## src/rtl/latency_stat_engine_if.sv

```systemverilog
// Echo-arrival handshake and BRAM port-B read bus of the latency stat engine.
interface latency_stat_engine_if #(
    parameter int COUNTER_WIDTH = 40,
    parameter int ADDR_WIDTH    = 13
);
    logic                     echo_valid;
    logic [ADDR_WIDTH-1:0]    echo_tag;
    logic                     echo_ready;
    logic                     bram_reb;
    logic [ADDR_WIDTH-1:0]    bram_rd_addr;
    logic [COUNTER_WIDTH-1:0] bram_rd_data;

    // Producer side: RX engine echo events plus the BRAM read data return.
    modport master (
        output echo_valid, echo_tag, bram_rd_data,
        input  echo_ready, bram_reb, bram_rd_addr
    );

    // Consumer side: the stat engine issuing reads and accepting echoes.
    modport slave (
        input  echo_valid, echo_tag, bram_rd_data,
        output echo_ready, bram_reb, bram_rd_addr
    );
endinterface

```

## src/rtl/latency_stat_engine.sv

```systemverilog
// Latency statistics engine: for every accepted echo it reads the stored send
// timestamp from BRAM, subtracts it from the arrival stamp and folds the result
// into per-run min/max/saturating-sum/count statistics.
module latency_stat_engine #(
    parameter int COUNTER_WIDTH = 40,
    parameter int ADDR_WIDTH    = 13,
    parameter int SUM_WIDTH     = 56,
    parameter int CNT_WIDTH     = 32
) (
    input  logic                      clk,
    input  logic                      rst,
    input  logic                      clear,
    input  logic                      start,
    input  logic [CNT_WIDTH-1:0]      target_count,
    input  logic [COUNTER_WIDTH-1:0]  latency_counter,
    latency_stat_engine_if.slave      bus,
    output logic                      lat_valid,
    output logic [COUNTER_WIDTH-1:0]  lat_value,
    output logic [COUNTER_WIDTH-1:0]  lat_min,
    output logic [COUNTER_WIDTH-1:0]  lat_max,
    output logic [SUM_WIDTH-1:0]      lat_sum,
    output logic                      sum_sat,
    output logic [CNT_WIDTH-1:0]      lat_count,
    output logic [1:0]                state_o,
    output logic                      done
);
    typedef enum logic [1:0] {
        IDLE = 2'b00,
        RUN  = 2'b01,
        DONE = 2'b10
    } state_t;

    state_t                   state;
    logic [CNT_WIDTH-1:0]     target;
    logic [CNT_WIDTH-1:0]     issued;
    logic [ADDR_WIDTH-1:0]    tag_in;
    logic                     accept;
    logic                     start_acc;
    logic                     retire_last;
    logic                     vld_p0, vld_p1, vld_p2;
    logic [COUNTER_WIDTH-1:0] stamp_p0, stamp_p1, stamp_p2;
    logic [SUM_WIDTH:0]       sum_next;

    // Zero-extended add that clamps to all ones on overflow; the MSB of the
    // result flags that the clamp happened.
    function automatic logic [SUM_WIDTH:0] sat_add(
        input logic [SUM_WIDTH-1:0]     acc,
        input logic [COUNTER_WIDTH-1:0] inc
    );
        logic [SUM_WIDTH:0] wide;
        wide = {1'b0, acc} + {{(SUM_WIDTH + 1 - COUNTER_WIDTH){1'b0}}, inc};
        if (wide[SUM_WIDTH])
            sat_add = {1'b1, {SUM_WIDTH{1'b1}}};
        else
            sat_add = wide;
    endfunction

    assign tag_in         = bus.echo_tag;
    assign bus.echo_ready = (state == RUN) && (issued < target);
    assign accept         = bus.echo_valid && bus.echo_ready;
    assign start_acc      = start && (state == IDLE);
    assign retire_last    = lat_valid && ((lat_count + CNT_WIDTH'(1)) == target);
    assign sum_next       = sat_add(lat_sum, lat_value);
    assign state_o        = state;
    assign done           = (state == DONE);

    // Control pipeline: p0 issues the BRAM read, p1/p2 cover the read latency,
    // then the latency strobe; clear flushes every in-flight valid bit.
    always_ff @(posedge clk or posedge rst) begin
        if (rst) begin
            bus.bram_reb     <= 1'b0;
            bus.bram_rd_addr <= '0;
            vld_p0           <= 1'b0;
            vld_p1           <= 1'b0;
            vld_p2           <= 1'b0;
            lat_valid        <= 1'b0;
            lat_value        <= '0;
        end else if (clear) begin
            bus.bram_reb     <= 1'b0;
            vld_p0           <= 1'b0;
            vld_p1           <= 1'b0;
            vld_p2           <= 1'b0;
            lat_valid        <= 1'b0;
            lat_value        <= '0;
        end else begin
            bus.bram_reb <= accept;
            if (accept)
                bus.bram_rd_addr <= tag_in;
            vld_p0    <= accept;
            vld_p1    <= vld_p0;
            vld_p2    <= vld_p1;
            lat_valid <= vld_p2;
            // Modular subtraction keeps the result right across counter wrap.
            if (vld_p2)
                lat_value <= stamp_p2 - bus.bram_rd_data;
            else if (start_acc)
                lat_value <= '0;
        end
    end

    // Arrival stamps ride alongside the read; qualified by vld_pN, no reset.
    always_ff @(posedge clk) begin
        stamp_p0 <= latency_counter;
        stamp_p1 <= stamp_p0;
        stamp_p2 <= stamp_p1;
    end

    // Run control: IDLE -> RUN on start, RUN -> DONE once the last sample retires.
    always_ff @(posedge clk or posedge rst) begin
        if (rst) begin
            state  <= IDLE;
            target <= '0;
            issued <= '0;
        end else if (clear) begin
            state  <= IDLE;
            issued <= '0;
        end else begin
            case (state)
                IDLE: begin
                    if (start) begin
                        target <= target_count;
                        issued <= '0;
                        state  <= (target_count == '0) ? DONE : RUN;
                    end
                end
                RUN: begin
                    if (accept)
                        issued <= issued + CNT_WIDTH'(1);
                    if (retire_last)
                        state <= DONE;
                end
                DONE: begin
                    state <= DONE;
                end
                default: state <= IDLE;
            endcase
        end
    end

    // Statistics: one update per retired sample, reset by clear or a new run.
    always_ff @(posedge clk or posedge rst) begin
        if (rst) begin
            lat_min   <= '1;
            lat_max   <= '0;
            lat_sum   <= '0;
            sum_sat   <= 1'b0;
            lat_count <= '0;
        end else if (clear || start_acc) begin
            lat_min   <= '1;
            lat_max   <= '0;
            lat_sum   <= '0;
            sum_sat   <= 1'b0;
            lat_count <= '0;
        end else if (lat_valid && (state == RUN)) begin
            lat_count <= lat_count + CNT_WIDTH'(1);
            if (lat_value < lat_min)
                lat_min <= lat_value;
            if (lat_value > lat_max)
                lat_max <= lat_value;
            lat_sum <= sum_next[SUM_WIDTH-1:0];
            if (sum_next[SUM_WIDTH])
                sum_sat <= 1'b1;
        end
    end
endmodule
```

## src/flat_wrapper.sv

```systemverilog
// flat-port wrapper written by rule: the top's interface ports become plain ports
module latency_stat_engine_flat 
#(
    parameter int COUNTER_WIDTH = 40,
    parameter int ADDR_WIDTH    = 13,
    parameter int SUM_WIDTH     = 56,
    parameter int CNT_WIDTH     = 32
)
  (clk, rst, clear, start, target_count, latency_counter, lat_valid, lat_value, lat_min, lat_max, lat_sum, sum_sat, lat_count, state_o, done, bus_echo_valid, bus_echo_tag, bus_bram_rd_data, bus_echo_ready, bus_bram_reb, bus_bram_rd_addr);
  latency_stat_engine_if #(.COUNTER_WIDTH(COUNTER_WIDTH), .ADDR_WIDTH(ADDR_WIDTH)) bus_i ();
  input  logic clk;
  input  logic rst;
  input  logic clear;
  input  logic start;
  input  logic [CNT_WIDTH-1:0] target_count;
  input  logic [COUNTER_WIDTH-1:0] latency_counter;
  output logic lat_valid;
  output logic [COUNTER_WIDTH-1:0] lat_value;
  output logic [COUNTER_WIDTH-1:0] lat_min;
  output logic [COUNTER_WIDTH-1:0] lat_max;
  output logic [SUM_WIDTH-1:0] lat_sum;
  output logic sum_sat;
  output logic [CNT_WIDTH-1:0] lat_count;
  output logic [1:0] state_o;
  output logic done;
  input wire logic [$bits(bus_i.echo_valid)-1:0] bus_echo_valid;
  input wire logic [$bits(bus_i.echo_tag)-1:0] bus_echo_tag;
  input wire logic [$bits(bus_i.bram_rd_data)-1:0] bus_bram_rd_data;
  output wire logic [$bits(bus_i.echo_ready)-1:0] bus_echo_ready;
  output wire logic [$bits(bus_i.bram_reb)-1:0] bus_bram_reb;
  output wire logic [$bits(bus_i.bram_rd_addr)-1:0] bus_bram_rd_addr;
  assign bus_i.echo_valid = bus_echo_valid;
  assign bus_i.echo_tag = bus_echo_tag;
  assign bus_i.bram_rd_data = bus_bram_rd_data;
  assign bus_echo_ready = bus_i.echo_ready;
  assign bus_bram_reb = bus_i.bram_reb;
  assign bus_bram_rd_addr = bus_i.bram_rd_addr;
  latency_stat_engine #(.COUNTER_WIDTH(COUNTER_WIDTH), .ADDR_WIDTH(ADDR_WIDTH), .SUM_WIDTH(SUM_WIDTH), .CNT_WIDTH(CNT_WIDTH)) u_core (.clk(clk), .rst(rst), .clear(clear), .start(start), .target_count(target_count), .latency_counter(latency_counter), .bus(bus_i), .lat_valid(lat_valid), .lat_value(lat_value), .lat_min(lat_min), .lat_max(lat_max), .lat_sum(lat_sum), .sum_sat(sum_sat), .lat_count(lat_count), .state_o(state_o), .done(done));
endmodule
```

## config.mk

```make
export PLATFORM = sky130hd
export DESIGN_NAME = latency_stat_engine_flat
export DESIGN_NICKNAME = d
export VERILOG_FILES = /design/src/rtl/latency_stat_engine_if.sv /design/src/rtl/latency_stat_engine.sv /design/src/flat_wrapper.sv
export SDC_FILE = /design/constraint.sdc
export NUM_CORES = 1
export LEC_CHECK = 0
export CAP_MARGIN = 20
export CORE_MARGIN = 3
export CORE_UTILIZATION = 45
export DETAILED_ROUTE_END_ITERATION = 10
export GPL_TIMING_DRIVEN = 0
export HOLD_SLACK_MARGIN = 0.12
export PLACE_DENSITY = 0.76
export SLEW_MARGIN = 20
export SYNTH_ARGS = -nofsm -noshare
export SYNTH_HDL_FRONTEND = slang
export SYNTH_SLANG_ARGS = --single-unit
export TNS_END_PERCENT = 30
```

## constraint.sdc

```tcl
create_clock -name clk -period 15 [get_ports clk]
set_input_delay 1.5 -clock clk [delete_from_list [all_inputs] [get_ports clk]]
set_output_delay 1.5 -clock clk [all_outputs]
set_load 0.02 [all_outputs]
```

; Word level (Yosys, flattened, before mapping)
; Cells that the tools add are included.
[op_classes]
n_reduce_logical = 21
n_eq_ne = 6
n_lt_le_gt_ge = 3
shift = 0
n_bitwise = 1
n_div = 0
mux = 30
addsub = 4
n_mul = 0
[ops]
columns = operator, n
row1 = 2-to-1 mux 40 bit, 9
row2 = 2-to-1 mux 32 bit, 5
row3 = 2-to-1 mux 56 bit, 2
row4 = "adder 32 x 1 -> 32 bit, second input constant", 2
row5 = one-hot mux 32 bit (2 select lines), 1
row6 = adder 56 x 40 -> 57 bit, 1
row7 = 2-to-1 mux 57 bit, 1
row8 = greater-than comparator 40 bit, 1
row9 = less-than comparator 40 bit, 1
row10 = subtractor 40 bit, 1
row11 = equality test 32 bit, 1
row12 = logical NOT 32 bit, 1
row13 = less-than comparator 32 bit, 1
row14 = AND reduction 2 bit, 5
row15 = 2-to-1 mux 2 bit, 4
row16 = nonzero test 2 bit, 4
row17 = 2-to-1 mux 1 bit, 7
row18 = "!= test 3 x 2 -> 1 bit, second input constant", 2
row19 = one-hot mux 2 bit (3 select lines), 1
row20 = AND reduction 3 bit, 2
row21 = nonzero test 3 bit, 2
row22 = logical AND 1 bit, 5
row23 = "!= test 3 bit, second input constant", 1
row24 = "equality test 2 x 1 -> 1 bit, second input constant", 1
row25 = 4 further kinds, 4
[totals]
n_memories = 0
wordCells = 82
mem_bits_ro = 0
latchBits = 0
register_bits = 412
ramBits = 0
out_inout_bits = 228

; Logic depth before layout (Yosys ltp)
; Gate-level depths: netlist of the first run.
[logic_depth]
ltp_word = 6
depth_mapped = 14
mapped_depth_nobuf = 13

; Worst setup path after synthesis of the first run
; Ideal clock, no wire load.
[synth_path]
path_kind = input-to-reg
startpoint = input bus_bram_rd_data[0]
endpoint = register u_core.lat_value[38]
setup_slack_ns = 10.920
t_required_ns = 14.931
stages = 12
arrival_ns = 4.011
cell_sequence = ha_1 inv_1 fa_1 a211oi_1 o21ai_0 a31oi_1 o211a_1 a2111o_1 a2111oi_0 o22ai_1 or4_1 nand3_1
[synth_between]
elab_chain_len = 3
[synth_lines]
columns = item, line
row1 = start: declaration, flat_wrapper.sv:28  ; input wire logic [$bits(bus_i.bram_rd_data)-1:0] bus_bram_rd_data;
row2 = subtractor 40 bit, latency_stat_engine.sv:95  ; lat_value <= stamp_p2 - bus.bram_rd_data;
row3 = 2-to-1 mux 40 bit, latency_stat_engine.sv:94  ; if (vld_p2)
row4 = 2-to-1 mux 40 bit, latency_stat_engine.sv:78  ; end else if (clear) begin
row5 = end signal: assignment, latency_stat_engine.sv:95
row6 = end: declaration, latency_stat_engine.sv:18  ; output logic [COUNTER_WIDTH-1:0] lat_value,
; Every way passes these cells.
; A chain may end at the register's enable or synchronous reset.

; Worst setup path after layout of the first run
[layout_path]
startpoint = register u_core.issued[13]
endpoint = output bus_echo_ready
[layout_between]
elab_chain_len = 2
[layout_lines]
columns = item, line
row1 = start: declaration, latency_stat_engine.sv:35  ; logic [CNT_WIDTH-1:0] issued;
row2 = start signal: assignment, latency_stat_engine.sv:128  ; issued <= issued + CNT_WIDTH'(1);
row3 = less-than comparator 32 bit, latency_stat_engine.sv:59  ; assign bus.echo_ready = (state == RUN) && (issued < target);
row4 = logical AND 1 bit, latency_stat_engine.sv:59
row5 = end: declaration, flat_wrapper.sv:29  ; output wire logic [$bits(bus_i.echo_ready)-1:0] bus_echo_ready;
; Every way passes these cells.

==> run_results.csv, run 1 <==
group,metric,value,unit
route,post_dr_wirelength_cell,21.0,µm
pwr,powerDensity,117,nW/µm²
placement,place_inst,3603,
critical_path,reg2reg_depth,11,
sta,number_of_hold_violations_in_the_final_report,0,
placement,globalplace.congestion,0.930,
synthesis,synth_top_cell_by_area,"dfrtp_1",
critical_path,worst-endpoint-required,13.50,ns
critical_path,crit-reg2reg-launch,"u_core.lat_value[0]",
clock_network,tritoncts,"done",
synthesis,synth.avg_cell_area,9.08,µm²
run,drv.max_cap_violation_count,0,
sta,maxSlewViolCount,0,
synthesis,synth_seq_cells,412,
clock_network,total_clock_buffers_created_by_cts,45,
synthesis,synth-edff-count,0,
route,route.vias.total,21500,
clock_network,ctsHtreeMaxLevel,2,
sta,final.period_utilization,34.9,%
synthesis,synth_top_area_share,27.0,%
pwr,vdd.ir_drop.worst,0.0914,mV
route,detail_route.first_pass.iterations,6,
critical_path,timing.reg2reg.setup_slack,10.84,ns
pwr,finalPower,3.44,mW
sta,fin_tns_setup,0,ns
placement,detailed_placement_hpwl,59600,µm
floorplan,initial_core_util,46.1,%
critical_path,critPathKind,"reg -> out",
layout,instances_no_fill,3686,
clock_network,cts.reportedPaths.clkPinSlew,0.07,ns
floorplan,num_rows,82,
min_path,hold_class,"reg -> reg",
floorplan,dieHeight,234,µm
min_path,min_delay_path_depth,0,
synthesis,ys_async_sr_fraction,70.9,%
status,status,"finished, final reports clean",
sta,max_fclk,191,MHz
sta,final_setup_fails,0,
critical_path,worst_setup_path_endpoint,"bus_echo_ready",
layout,flow.area_growth_from_synthesis,26.4,%
synthesis,netlist_area,23400,µm²
synthesis,yosysWarningCount,0,
placement,buffer_ports.inserted,357,
grt,groute.usage.overall,27.8,%
critical_path,worstSetupStartpoint,"u_core.issued[13]",
sta,slew-limit-headroom,24.3,%
floorplan,die_w,234,µm
clock_network,cts-resized-gates,0,
synthesis,synth_ff_type,"dfrtp_1",
layout,leading_cell_types_in_the_layout_fill_and_taps_excluded,"clkdlybuf4s50_1 (357), dfrtp_1 (252), nand2_1 (220)",
synthesis,synth_top_cells_by_area,"dfrtp_1 (27%), ha_1 (10%), dfxtp_1 (10%), o21ai_0 (4.6%), dfstp_2 (4.5%)",
critical_path,worstPathArrival,3.74,ns
clock_network,cts.path.max_buffers,3,
floorplan,core,50700,µm²
route,drcViolationCount,0,
synthesis,postSynthCellCount,2571,
route,antenna_violating_nets_post_route,0,
synthesis,syn_nets,2898,
layout,final_common_cell,"clkdlybuf4s50_1",
critical_path,crit_path_start_kind,"register",
grt,grt_pass1_vias,21400,
grt,grt_max_degree,105,
synthesis,sequential_area_share_after_synthesis,41.8,%
sta,worst_slew_pin_slew,1.13,ns
floorplan,io_pins,358,
clock_network,postCtsSetupBuffers,0,
critical_path,cp_max_fo,10,
floorplan,design.die.area,54700,µm²
critical_path,reg_to_reg_end,"u_core.lat_sum[44]",
sta,worst_setup_skew_after_layout,0.0386,ns
route,post_drt_via_cell_ratio,5.82,
grt,grt_remaining_overflow,0,
pwr,power_leakage,13.2,nW
clock_network,number_of_sinks_on_the_clock_net,412,
clock_network,post_cts_hold_buffer_count,0,
sta,layout_min_cycle_time,5.24,ns
route,wirelength,77400,µm
layout,post_route_cells_drive_above_1_share,6.97,%
grt,antenna_found_initial,0,
layout,finalNetCount,3305,
layout,antenna-diode-count,0,
placement,dpl_cell_area,27800,µm²
critical_path,crit_path_end_kind,"output port",
synthesis,ys_types,82,
clock_network,root_buffer,"clkbuf_16",
sta,grt_setup_unrepaired,"no",
layout,final_cell_area,29500,µm²
grt,first_pass_grt_wire_length,119000,µm
route,detail_route.iter0.violations,1513,
clock_network,clock_latency,0.61,ns
## cells in the mapped netlist, types with 5 or more instances
master and instances:
ha_1 195, and2_1 14, a2111oi_0 5, buf_2 13, or4_1 7, a32oi_1 9, dfxtp_1 120, mux2_2 47
o21a_1 18, o211ai_1 19, a31oi_1 44, o21ai_0 216, o311ai_0 10, a21oi_1 193, xnor2_1 75, o31a_1 5
inv_1 194, or3_1 23, a211oi_1 14, xor2_1 59, dfstp_2 40, nor4_1 17, nand2b_1 16, a21o_1 75
nor2_1 110, o41ai_1 7, a41oi_1 5, nand2_1 220, a22o_1 7, o21bai_1 12, clkbuf_1 102, or2_2 6
a211o_1 5, o31ai_1 7, dfrtp_1 252, nand3_1 173, nand4_1 54, nor3_1 38, mux2i_1 10, nor2b_1 19
and3_1 27, o211a_1 7
## state kept, by name (all words and copies together) (netlist names), 32 cells and up
name              count
u_core.stamp_p1      40
u_core.lat_sum       56
u_core.lat_min       40
u_core.stamp_p2      40
u_core.issued        32
u_core.lat_value     40
u_core.stamp_p0      40
u_core.lat_count     32
u_core.target        32
u_core.lat_max       40
## cells by family after synthesis
logic type                 count (synthesis)  synth area share, %
adders and majority gates                197                 10.6
buffers and inverters                    317                 5.21
xor gates and xnor gates                 134                 5.03
DFF                                      412                 41.8
muxes                                     59                 2.79
and+or+nand+nor                          746                 15.7
AOI/OAI and AO/OA                        706                 18.9
## critical path, cell delays in order, from the launching register on
cell	delay (ns)
dfrtp_1	0.48
ha_1	0.35
a2111oi_0	0.53
nand2_1	0.11
nor3_1	0.18
o31ai_1	0.13
a31oi_1	0.21
a221o_1	0.17
buf_2	0.23
and2_1	0.15
clkdlybuf4s50_1	0.59
## routing by layer
| layer | up-vias | global-route usage, % | part of all wire (%) |
|---|---|---|---|
| met5 | - | 0 | 0 |
| met1 | 10400 | 34.7 | 40 |
| met2 | 905 | 46.2 | 47 |
| met3 | 183 | 6.15 | 8.3 |
| li1 | 10000 | - | - |
| met4 | 0 | 12.1 | 4.5 |
## stage by stage
stage / worst slack [ns] / utilization (%) / hold WS (ns)
6_report: 9.76 / 58.3 / 0.323
5_1_grt: 9.53 / 58.3 / 0.328
4_1_cts: 9.75 / 58.3 / 0.325
3_5_place_dp: 9.76 / 54.9 / 0.312
3_3_place_gp: 1.74 / 54.8 / 0.310
2_1_floorplan: 5.50 / - / 0.310
## power breakdown
group | switching, mW | internal (mW) | total, mW
combinational | 0.499 | 0.361 | 0.860
clock | 0.487 | 0.736 | 1.22
sequential | 0.121 | 1.24 | 1.36
total | 1.11 | 2.34 | 3.44
## worst min path at each step
stage	to	startpoint	slack, ns
after floorplan	u_core.stamp_p1[0]	u_core.stamp_p0[0]	0.31
final	u_core.stamp_p2[5]	u_core.stamp_p1[5]	0.32
after global routing	u_core.stamp_p1[7]	u_core.stamp_p0[7]	0.33
after global placement	u_core.stamp_p2[26]	u_core.stamp_p1[26]	0.31
after detailed placement	u_core.stamp_p1[7]	u_core.stamp_p0[7]	0.31
after CTS	u_core.stamp_p2[5]	u_core.stamp_p1[5]	0.32
## area by class of cell
| class | count | area, µm² |
|---|---|---|
| clock inverter | 16 | 272 |
| multi-input combinational | 1842 | 12400 |
| fill | 4404 | 21200 |
| inverter | 194 | 736 |
| tap | 672 | 841 |
| sequential | 412 | 9760 |
| timing repair buffer | 360 | 3630 |
| clock buffer | 67 | 1420 |
| buffer | 123 | 489 |
Note: power is estimated with default switching activity, not from simulation.
==> run 2: changes to the inputs <==
==> constraint.sdc (replaced) <==
create_clock -name clk -period 5.3 [get_ports clk]
set_input_delay 0.53 -clock clk [delete_from_list [all_inputs] [get_ports clk]]
set_output_delay 0.53 -clock clk [all_outputs]
set_load 0.02 [all_outputs]
==> run 2 against run 1 <==
Power rose to 2.8 times the previous value. Setup slack got worse by 8.7 ns. Highest routed layer unchanged. Non-clock buffer count is 8 higher. Sequential power grew to 2.8 times the previous value. Design area shrank 0.10%. Global-route usage rose by 0.14 points. Via count increased by 0.61%. Clock power rose to 2.6 times the previous value. Clock skew grew 0.0056 ns. Count of clock-buffer cells in the layout shrank 4. First-iteration DRC count up 4.5%.
==> run_results.csv, run 2 (synthesis results as in run 1) <==
group,metric,value,unit
clock_network,total_clock_buffers_created_by_cts,45,
layout,flip_flop_count_of_the_largest_register_after_layout,56,
placement,globalplace.congestion,0.928,
floorplan,initial_core_util,46.1,%
layout,instances_no_fill,3695,
critical_path,crit_path_start_kind,"register",
sta,worst_setup_skew_after_layout,0.0442,ns
pwr,power_leakage,13.2,nW
grt,grt_pass1_vias,21400,
grt,grt_remaining_overflow,0,
sta,fin_tns_setup,0,ns
floorplan,io_pins,358,
floorplan,num_rows,82,
floorplan,core,50700,µm²
sta,final.period_utilization,80.9,%
placement,buffer_ports.inserted,357,
critical_path,cp.buffers_inverters,2,
sta,layout_min_cycle_time,4.29,ns
clock_network,tritoncts,"done",
route,wirelength,77900,µm
sta,max_fclk,233,MHz
min_path,hold_class,"in -> async",
layout,post_route_cells_drive_above_1_share,7.11,%
sta,maxSlewViolCount,0,
pwr,finalPower,9.50,mW
floorplan,design.die.area,54700,µm²
clock_network,cts.path.max_buffers,3,
run,drv.max_cap_violation_count,0,
pwr,vdd.ir_drop.worst,0.245,mV
critical_path,cp_num_cells,10,
grt,first_pass_grt_wire_length,120000,µm
layout,max_flop_register,"u_core.lat_sum",
placement,detailed_placement_hpwl,60900,µm
critical_path,reg2reg_depth,11,
critical_path,worst-endpoint-required,4.77,ns
route,antenna_violating_nets_post_route,0,
layout,flow.area_growth_from_synthesis,26.3,%
sta,grt_setup_unrepaired,"no",
sta,number_of_hold_violations_in_the_final_report,0,
critical_path,worstPathArrival,3.76,ns
layout,final_util,58.2,%
status,status,"finished, final reports clean",
sta,worst_slew_pin_slew,1.10,ns
route,drcViolationCount,0,
clock_network,root_buffer,"clkbuf_16",
critical_path,crit_path_end_kind,"output port",
clock_network,clock_latency,0.61,ns
clock_network,postCtsSetupBuffers,0,
critical_path,critical-path-top-delay-family,"compound AO/OA/AOI/OAI gates",
clock_network,cts-resized-gates,0,
critical_path,crit_path_cell_trace,"ha_1 > a2111oi_0 > nand2_1 > nor3_1 > o31ai_1 > a31oi_1 > a221o_1 > buf_2 > and2_1 > clkdlybuf4s50_1",
route,detail_route.first_pass.iterations,7,
layout,finalNetCount,3313,
sta,hold_ws,0.241,ns
critical_path,cp_max_fo,10,
layout,leading_cell_types_in_the_layout_fill_and_taps_excluded,"clkdlybuf4s50_1 (357), dfrtp_1 (252), nand2_1 (220)",
sta,slew-limit-headroom,26.7,%
critical_path,critPathKind,"reg -> out",
route,detail_route.iter0.violations,1581,
grt,antenna_found_initial,0,
grt,grt_max_degree,37,
pwr,powerDensity,322,nW/µm²
floorplan,dieHeight,234,µm
clock_network,cts.reportedPaths.clkPinSlew,0.07,ns
layout,antenna-diode-count,0,
route,post_dr_wirelength_cell,21.1,µm
floorplan,die_w,234,µm
clock_network,ctsHtreeMaxLevel,2,
grt,groute.usage.overall,27.9,%
route,post_drt_via_cell_ratio,5.84,
layout,final_common_cell,"clkdlybuf4s50_1",
clock_network,number_of_sinks_on_the_clock_net,412,
critical_path,critical_path.slowest_cell,"clkdlybuf4s50_1",
route,route.vias.total,21600,
placement,place_inst,3611,
clock_network,post_cts_hold_buffer_count,0,
sta,final_setup_fails,0,
critical_path,critical-path-max-stage-delay,0.59,ns
[run 2: cell types whose count changed in the layout (fill, tap and decap cells not counted), sizes merged]
cell,before,now
buf,21,29
inv,194,201
clkbuf,172,168
bufinv,4,2
clkinv,11,10
clkinvlp,1,2
[run 2: area by class of cell]
class	count	area [µm²]
tap	672	841
timing repair buffer	368	3790
clock inverter	21	243
buffer	123	489
fill	4419	21200
multi-input combinational	1842	12400
sequential	412	9760
inverter	194	732
clock buffer	63	1270
[run 2: path summary, 6_finish.rpt]
kind,startpoint,to,slack (ns)
setup / recovery,u_core.issued[13],bus_echo_ready,1.01
hold / removal,rst,u_core.lat_sum[1],0.24
setup reg to reg,u_core.lat_value[0],u_core.lat_sum[9],1.06
hold reg to reg,u_core.stamp_p1[24],u_core.stamp_p2[24],0.32
max in group asynchronous,rst,u_core.issued[15],4.00
min in group clk,u_core.stamp_p1[24],u_core.stamp_p2[24],0.32
[run 2: routing by layer]
metal  track usage, %  part of all wire, %  vias to the layer above
met1             34.7                   40                    10500
met2             48.0                   48                      903
met3             5.94                  7.7                      148
met4             9.97                  3.6                        0
li1                 -                    -                    10000
met5                0                    0                        -
[run 2: where the power goes]
part	switching (mW)	internal [mW]	total [mW]
Clock	1.39	1.81	3.20
Sequential	0.344	3.51	3.85
Combinational	1.42	1.03	2.45
Total	3.15	6.36	9.50
[run 2: through the flow]
step                cell area (µm²)  worst slack (ns)
floorplan                     23400             0.928
global placement              27800             -1.25
detailed placement            28000              1.07
CTS                           29500              1.00
global route                  29500             0.824
finish                        29500              1.01
==> run 3: changes to the inputs <==
==> constraint.sdc (replaced) <==
create_clock -name clk -period 4.3 [get_ports clk]
set_input_delay 0.43 -clock clk [delete_from_list [all_inputs] [get_ports clk]]
set_output_delay 0.43 -clock clk [all_outputs]
set_load 0.02 [all_outputs]
==> run 3 against run 2 <==
Power grew 23%. Global-route usage is the same. Clock skew grew 0.0017 ns. Utilization is essentially flat. Non-clock buffer count is the same. Setup slack lost 0.94 ns. Design area is essentially flat. Register-to-register slack lost 0.99 ns. Critical path depth grew 1. Hold slack lost 0.098 ns. Cell count is the same.
==> run_results.csv, run 3 (synthesis results as in run 1) <==
group,metric,value,unit
clock_network,cts-resized-gates,0,
placement,place_inst,3611,
clock_network,clock_latency,0.61,ns
clock_network,cts.path.max_buffers,3,
route,drcViolationCount,0,
layout,final_util,58.2,%
run,drv.max_cap_violation_count,0,
sta,layout_min_cycle_time,4.23,ns
route,detail_route.iter0.violations,1610,
route,route.vias.total,21600,
floorplan,io_pins,358,
floorplan,dieHeight,234,µm
critical_path,crit_path_start_kind,"register",
sta,slew-limit-headroom,28.6,%
floorplan,core,50700,µm²
placement,detailedPlace.worstSlack,0.170,ns
sta,grt_setup_unrepaired,"no",
critical_path,cp.buffers_inverters,1,
critical_path,critical-path-max-stage-delay,0.64,ns
layout,flow.area_growth_from_synthesis,26.3,%
pwr,power.net_switching,3.88,mW
critical_path,critPathKind,"reg -> reg",
layout,leading_cell_types_in_the_layout_fill_and_taps_excluded,"clkdlybuf4s50_1 (357), dfrtp_1 (252), nand2_1 (220)",
floorplan,initial_core_util,46.1,%
clock_network,number_of_sinks_on_the_clock_net,412,
sta,fin_tns_setup,0,ns
route,antenna_violating_nets_post_route,0,
placement,globalplace.congestion,0.928,
critical_path,worstPathArrival,4.64,ns
clock_network,ctsHtreeMaxLevel,2,
pwr,power_leakage,13.2,nW
layout,antenna-diode-count,0,
route,post_dr_wirelength_cell,21.1,µm
clock_network,root_buffer,"clkbuf_16",
clock_network,tritoncts,"done",
route,detail_route.first_pass.iterations,6,
layout,final.fill_count,4421,
clock_network,total_clock_buffers_created_by_cts,45,
sta,worst_slew_pin_slew,1.07,ns
critical_path,timing.reg2reg.setup_slack,0.07,ns
layout,finalNetCount,3313,
min_path,hold_class,"in -> async",
sta,max_fclk,236,MHz
route,post_drt_via_cell_ratio,5.84,
pwr,share_of_power_burned_in_combinational_logic,25.8,%
floorplan,design.die.area,54700,µm²
grt,antenna_found_initial,0,
grt,grtUsageMet1,34.7,%
grt,grt_most_used_layer,"met2",
sta,number_of_hold_violations_in_the_final_report,0,
critical_path,critical-path-top-delay-family,"compound AO/OA/AOI/OAI gates",
clock_network,postCtsSetupBuffers,0,
grt,global_route.usage.met3,5.94,%
pwr,switching_share,33.1,%
pwr,vdd.ir_drop.worst,0.302,mV
layout,area_taken_by_flip_flops_and_latches,9760,µm²
grt,grt_remaining_overflow,0,
floorplan,die_w,234,µm
layout,multi_input_gate_area_in_the_final_layout,12400,µm²
grt,grt_pass1_vias,21400,
pwr,clkPwrFrac,33.6,%
route,wirelength,78000,µm
layout,post_route_cells_drive_above_1_share,7.11,%
sta,hold_ws,0.143,ns
critical_path,crit_path_cell_trace,"ha_1 > fa_1 > a211oi_1 > o31a_1 > o31ai_2 > o21ai_1 > a311oi_1 > o21a_1 > nand2_1 > clkbuf_1 > a31oi_1",
sta,worst_setup_skew_after_layout,0.0459,ns
critical_path,worst-endpoint-required,4.70,ns
layout,max_flop_register,"u_core.lat_sum",
sta,final_setup_fails,0,
clock_network,cts.reportedPaths.clkPinSlew,0.06,ns
status,status,"finished, final reports clean",
layout,final_common_cell,"clkdlybuf4s50_1",
sta,maxSlewViolCount,0,
grt,grt_util_met2,48.0,%
pwr,powerDensity,397,nW/µm²
grt,first_pass_grt_wire_length,120000,µm
pwr,cell_internal_pwr,7.84,mW
floorplan,num_rows,82,
pwr,pwr-share-seq,40.6,%
layout,instances_no_fill,3695,
critical_path,critical_path.slowest_cell,"clkbuf_1",
sta,final.period_utilization,98.4,%
critical_path,crit_path_end_kind,"register",
layout,flip_flop_count_of_the_largest_register_after_layout,56,
placement,detailed_placement_hpwl,60900,µm
grt,groute.usage.overall,27.9,%
placement,buffer_ports.inserted,357,
sta,post-route-worst-setup-slack,0.0682,ns
clock_network,post_cts_hold_buffer_count,0,
grt,grt_max_degree,37,
critical_path,cp_max_fo,10,
[run 3: cell counts in the layout (fill, tap and decap cells not counted)]
Identical to the previous run, type by type.
[run 3: per-stage QoR]
| step | power [mW] | area, µm² |
|---|---|---|
| global placement | 7.67 | 27800 |
| global route | 12.2 | 29500 |
| finish | 11.7 | 29500 |
| detailed placement | 7.79 | 28000 |
| CTS | 11.8 | 29500 |
| floorplan | 6.53 | 23400 |
[run 3: layer usage]
layer  up-vias  share of wire [%]  wire (µm)
met5         -                  0          0
met4         0                3.6       2830
met3       160                7.6       5890
met2       852                 48      37600
met1     10500                 41      31700
li1      10000                  -          -
[run 3: worst reg2reg max path, stage by stage, from the launching register on]
cell and delay [ns]:
dfrtp_1 0.50, ha_1 0.32, fa_1 0.45, a211oi_1 0.27, o31a_1 0.25, o31ai_2 0.12
o21ai_1 0.43, a311oi_1 0.26, o21a_1 0.33, nand2_1 0.28, clkbuf_1 0.64, a31oi_1 0.17
[run 3: worst paths after layout]
path	start	to	depth (start not counted)
min reg2reg	u_core.stamp_p1[24]	u_core.stamp_p2[24]	0
max reg2reg	u_core.lat_value[0]	u_core.lat_sum[9]	11
min	rst	u_core.lat_sum[1]	2
min in group clk	latency_counter[20]	u_core.stamp_p0[20]	1
max	u_core.lat_value[0]	u_core.lat_sum[9]	11
max in group asynchronous	rst	u_core.issued[15]	6
[run 3: area by class of cell]
class | count | share of cell area, %
Sequential cell | 412 | 33.1
Multi-Input combinational cell | 1842 | 42.0
Clock inverter | 21 | 0.823
Tap cell | 672 | 2.85
Clock buffer | 63 | 4.32
Inverter | 194 | 2.48
Timing Repair Buffer | 368 | 12.8
Buffer | 123 | 1.66
[run 3: power by group through the flow]
stage	combinational, mW	sequential [mW]	clock [mW]
after floorplan	1.66	4.86	0
after detailed placement	2.98	4.81	0
after global placement	2.87	4.80	0
after CTS	3.00	4.74	4.01
after global routing	3.28	4.78	4.17
final	3.02	4.75	3.94
